`src/rtl/mem_arbiter.sv`:
```
// mem_arbiter: shares one variable-latency memory port between instruction fetch and data access.
// Optional watchdog enabled by defining MEMARB_TIMEOUT_EN (terminates an access after TIMEOUT busy cycles).
module mem_arbiter #(
   parameter int AW      = 32,
   parameter int DW      = 32,
   parameter int TIMEOUT = 64
) (
   input  logic          clk,
   input  logic          reset,
   input  logic          if_req,
   input  logic [AW-1:0] if_addr,
   output logic [DW-1:0] if_rdata,
   output logic          if_ready,
   output logic          if_err,
   input  logic          d_req,
   input  logic          d_we,
   input  logic [AW-1:0] d_addr,
   input  logic [DW-1:0] d_wdata,
   output logic [DW-1:0] d_rdata,
   output logic          d_ready,
   output logic          d_err,
   output logic          mem_req,
   output logic          mem_we,
   output logic [AW-1:0] mem_addr,
   output logic [DW-1:0] mem_wdata,
   input  logic [DW-1:0] mem_rdata,
   input  logic          mem_ack,
   output logic          stall
);

   typedef enum logic [1:0] {IDLE, BUSY_I, BUSY_D, RESP} state_t;
   state_t state;

   logic busy;
   logic expired;
   assign busy = (state == BUSY_I) || (state == BUSY_D);

`ifdef MEMARB_TIMEOUT_EN
   localparam int CW = (TIMEOUT > 1) ? $clog2(TIMEOUT) : 1;
   logic [CW-1:0] wait_cnt;

   // Counter is zero whenever a new access is granted out of IDLE.
   always_ff @(posedge clk or posedge reset) begin
      if (reset)
         wait_cnt <= '0;
      else if (!busy)
         wait_cnt <= '0;
      else if (!mem_ack)
         wait_cnt <= wait_cnt + 1'b1;
   end

   assign expired = busy && !mem_ack && (wait_cnt == CW'(TIMEOUT - 1));
`else
   logic unused_timeout;
   assign unused_timeout = ^TIMEOUT;
   assign expired        = 1'b0;
`endif

   always_ff @(posedge clk or posedge reset) begin
      if (reset) begin
         state     <= IDLE;
         mem_req   <= 1'b0;
         mem_we    <= 1'b0;
         mem_addr  <= '0;
         mem_wdata <= '0;
         if_rdata  <= '0;
         d_rdata   <= '0;
         if_ready  <= 1'b0;
         d_ready   <= 1'b0;
         if_err    <= 1'b0;
         d_err     <= 1'b0;
      end else begin
         if_ready <= 1'b0;
         d_ready  <= 1'b0;
         if_err   <= 1'b0;
         d_err    <= 1'b0;
         case (state)
            IDLE: begin
               if (d_req) begin
                  state     <= BUSY_D;
                  mem_req   <= 1'b1;
                  mem_we    <= d_we;
                  mem_addr  <= d_addr;
                  mem_wdata <= d_wdata;
               end else if (if_req) begin
                  state    <= BUSY_I;
                  mem_req  <= 1'b1;
                  mem_we   <= 1'b0;
                  mem_addr <= if_addr;
               end
            end
            BUSY_I, BUSY_D: begin
               if (mem_ack) begin
                  state   <= RESP;
                  mem_req <= 1'b0;
                  mem_we  <= 1'b0;
                  if (state == BUSY_I) begin
                     if_rdata <= mem_rdata;
                     if_ready <= 1'b1;
                  end else begin
                     if (!mem_we)
                        d_rdata <= mem_rdata;
                     d_ready <= 1'b1;
                  end
               end else if (expired) begin
                  state   <= RESP;
                  mem_req <= 1'b0;
                  mem_we  <= 1'b0;
                  if (state == BUSY_I) begin
                     if_rdata <= '0;
                     if_ready <= 1'b1;
                     if_err   <= 1'b1;
                  end else begin
                     d_rdata <= '0;
                     d_ready <= 1'b1;
                     d_err   <= 1'b1;
                  end
               end
            end
            RESP:    state <= IDLE;
            default: state <= IDLE;
         endcase
      end
   end

   assign stall = (if_req & ~if_ready) | (d_req & ~d_ready);

endmodule
```
`config.mk`:
```
export PLATFORM = sky130hd
export DESIGN_NAME = mem_arbiter
export DESIGN_NICKNAME = d
export VERILOG_FILES = /design/src/rtl/mem_arbiter.sv
export SDC_FILE = /design/constraint.sdc
export NUM_CORES = 1
export LEC_CHECK = 0
export ABC_AREA = 1
export CAP_MARGIN = 20
export CORE_MARGIN = 10
export CORE_UTILIZATION = 45
export DETAILED_ROUTE_END_ITERATION = 12
export GPL_ROUTABILITY_DRIVEN = 1
export PLACE_DENSITY = 0.86
export SLEW_MARGIN = 20
export SYNTH_ARGS = -nofsm -noshare
export SYNTH_HDL_FRONTEND = slang
export SYNTH_SLANG_ARGS = --single-unit
```
`constraint.sdc`:
```
create_clock -name clk -period 9.3 [get_ports clk]
set_clock_uncertainty 0.1 [all_clocks]
set_input_delay 1.86 -clock clk [delete_from_list [all_inputs] [get_ports clk]]
set_output_delay 1.86 -clock clk [all_outputs]
set_load 0.1 [all_outputs]
```
==> flow_summary.toml <==
[floorplan]
num_rows = 41
die_x_um = 134
fp.dieH_um = 134
io_pins = 269
coreArea_sq_um = 12700
start_util_pct = 46.0
design.die.area_sq_um = 17900

[clock_tree]
postCtsHoldBufs = 0
clock_path_buffers = 2
cts-root-buf = "clkbuf_16"
post_cts_buffers = 0
h-tree-depth = 4
cts_made_buffers = 17
cts_resized = 0
cts_tree = "yes"
cts.sinks = 134
clk_pin_slew_worst_paths_ns = 0.05
clock_latency_ns = 0.40

[critical_path]
criticalPathCategory = "input port to output port"
cp_max_fo = 69
critPathCaptureType = "output port"
path_cells = "buf_2 > buf_4 > inv_2 > o22ai_1 > clkdlybuf4s50_1"
reg2reg_depth = 7
worstPathRequired_ns = 7.34
path_depth = 5
arrival_ns = 4.40
path_buf_inv = 4
start_kind = "input port"
slowest_stage = "clkdlybuf4s50_1"
path_delay_family = "buffers and inverters"
critPathMaxStageDelay_ns = 1.19

[logic_synthesis]
synth_edf_count = 0
synth_cell_types = 22
yosys_warnings = 0
synthDominantCellAreaShare_pct = 57.5
synth_ff_type = "dfrtp_1"
ys_seq_area_share_pct = 57.5
syn_inst = 672
synth_top_area_cell = "dfrtp_1"
synth-async-reset-ratio_pct = 100
ys_seq_elements = 134
synth_area_leaders = "dfrtp_1 (58%), nand2_1 (20%), o21ai_0 (5.2%)"
syn_area_sq_um = 5830
syn_area_per_cell_sq_um = 8.67

[layout]
multiInputGateArea_sq_um = 2070
layout_commonest_cell = "nand2_1"
antenna_cells = 0
fillers = 979
areaGrowthSynthToFinish_pct = 56.0
seq_area_sq_um = 3350
fin_cells = 1103
drive_gt1_share_pct = 7.73
nNetsFinal = 1056
utilization_pct = 71.7
layout_common_cells = "nand2_1 (303), clkdlybuf4s50_1 (265), dfrtp_1 (134)"

[timing]
slew_headroom_pct = 27.5
fin_ws_ns = 2.94
max_freq_mhz = 157
timing.final.crit_share_pct = 68.4
hold_viol_final = 0
worst_pin_slew_ns = 1.08
finalMaxSlewViolations = 0
period_minus_slack_ns = 6.36
rsz0062_at_grt = "no"
setup_viol = 0
final.setup.tns_ns = 0

[grt]
grt_max_degree = 75
first_global_vias = 5232
antenna_found_initial = 0
gr-total-overflow = 0
grt_pass1_wl_um = 27800
track_usage_pct = 19.6

[min_path]
hold_depth = 2
min_path_type = "flip-flop to flip-flop"

[outcome]
status = "finished, final reports clean"

[job]
max-cap-violations = 0

[detailed_routing]
dr.pass1.iters = 5
wl_per_cell_um = 16.3
via_count = 5250
drt_iter0_drc = 272
antenna_left = 0
wl_um = 18000
drc = 0
viasPerCell = 4.76

[placement]
gp_congestion = 0.802
pre_cts_ws_ns = 2.94
dp_cells = 1072
dpl.hpwl_um = 13100
numPortBuffers = 266
[cell families after synthesis]
logic type | count (synthesis) | synth area share (%)
flip-flops | 134 | 57.5
AND/OR/NAND/NOR | 349 | 24.0
other | 1 | 0.0644
adder cells (fa/ha/maj) | 3 | 0.644
AO/OA/AOI/OAI | 99 | 10.6
buffers and inverters | 86 | 7.19
[through the flow]
step / hold WS [ns] / instance area, sq um
floorplan: 0.349 / 5830
global placement: 0.352 / 8480
detailed placement: 0.358 / 8480
finish: 0.365 / 9090
CTS: 0.372 / 9080
global route: 0.390 / 9090
[cell type report]
| type | count | share of cell area (%) |
|---|---|---|
| well taps | 172 | 2.37 |
| clock inverters | 9 | 1.67 |
| repair buffers | 269 | 29.5 |
| clock buffers | 22 | 5.00 |
| flip-flops and latches | 134 | 36.9 |
| inverters | 44 | 1.87 |
| multi-input cells | 453 | 22.7 |
[worst reg2reg max path, delay by kind of cell, from the launching register on]
family                   cells  cell delay [ns]
buffers and inverters        3             0.72
flip-flops                   1             0.40
adder cells (fa/ha/maj)      1             0.50
AND/OR/NAND/NOR              3             0.99
[flip-flops by register name, summed over array words and instances, names as in the netlist]
name       count
d_rdata       32
if_rdata      32
mem_addr      32
mem_wdata     32
state          2
d_ready        1
if_ready       1
mem_req        1
mem_we         1
[metal layers]
layer  global-route usage (%)  up-vias  part of all wire, %  wire [um]
met4                     7.68        0                  2.2        389
met1                     20.9     2461                   38       6810
met3                     7.13       22                  7.7       1380
met5                        0        -                    0          0
met2                     34.7      177                   52       9380
li1                         -     2590                    -          -
[Yosys cell counts (3+ instances only)]
| cell | n |
|---|---|
| buf_1 | 3 |
| buf_2 | 19 |
| buf_4 | 5 |
| buf_6 | 7 |
| clkbuf_1 | 7 |
| dfrtp_1 | 134 |
| ha_1 | 3 |
| inv_1 | 42 |
| nand2_1 | 304 |
| nand3_1 | 36 |
| nor2_1 | 4 |
| o21ai_0 | 61 |
| o21ai_1 | 5 |
| o21ai_2 | 32 |
[path summary, 6_finish.rpt]
check	slack, ns	endpoint	from
max	2.94	stall	d_req
min	0.36	mem_wdata[28]$_DFFE_PP0P_	mem_wdata[28]$_DFFE_PP0P_
max reg2reg	6.54	mem_addr[19]$_DFFE_PP0P_	state[0]$_DFFE_PP0P_
min reg2reg	0.36	mem_wdata[28]$_DFFE_PP0P_	mem_wdata[28]$_DFFE_PP0P_
max in group asynchronous	5.97	state[1]$_DFFE_PP0P_	reset
min in group asynchronous	1.82	mem_wdata[18]$_DFFE_PP0P_	reset
Power is left out: the tool's default activity adds up to more than one toggle a clock period on the data nets, which glitch-free logic cannot reach.
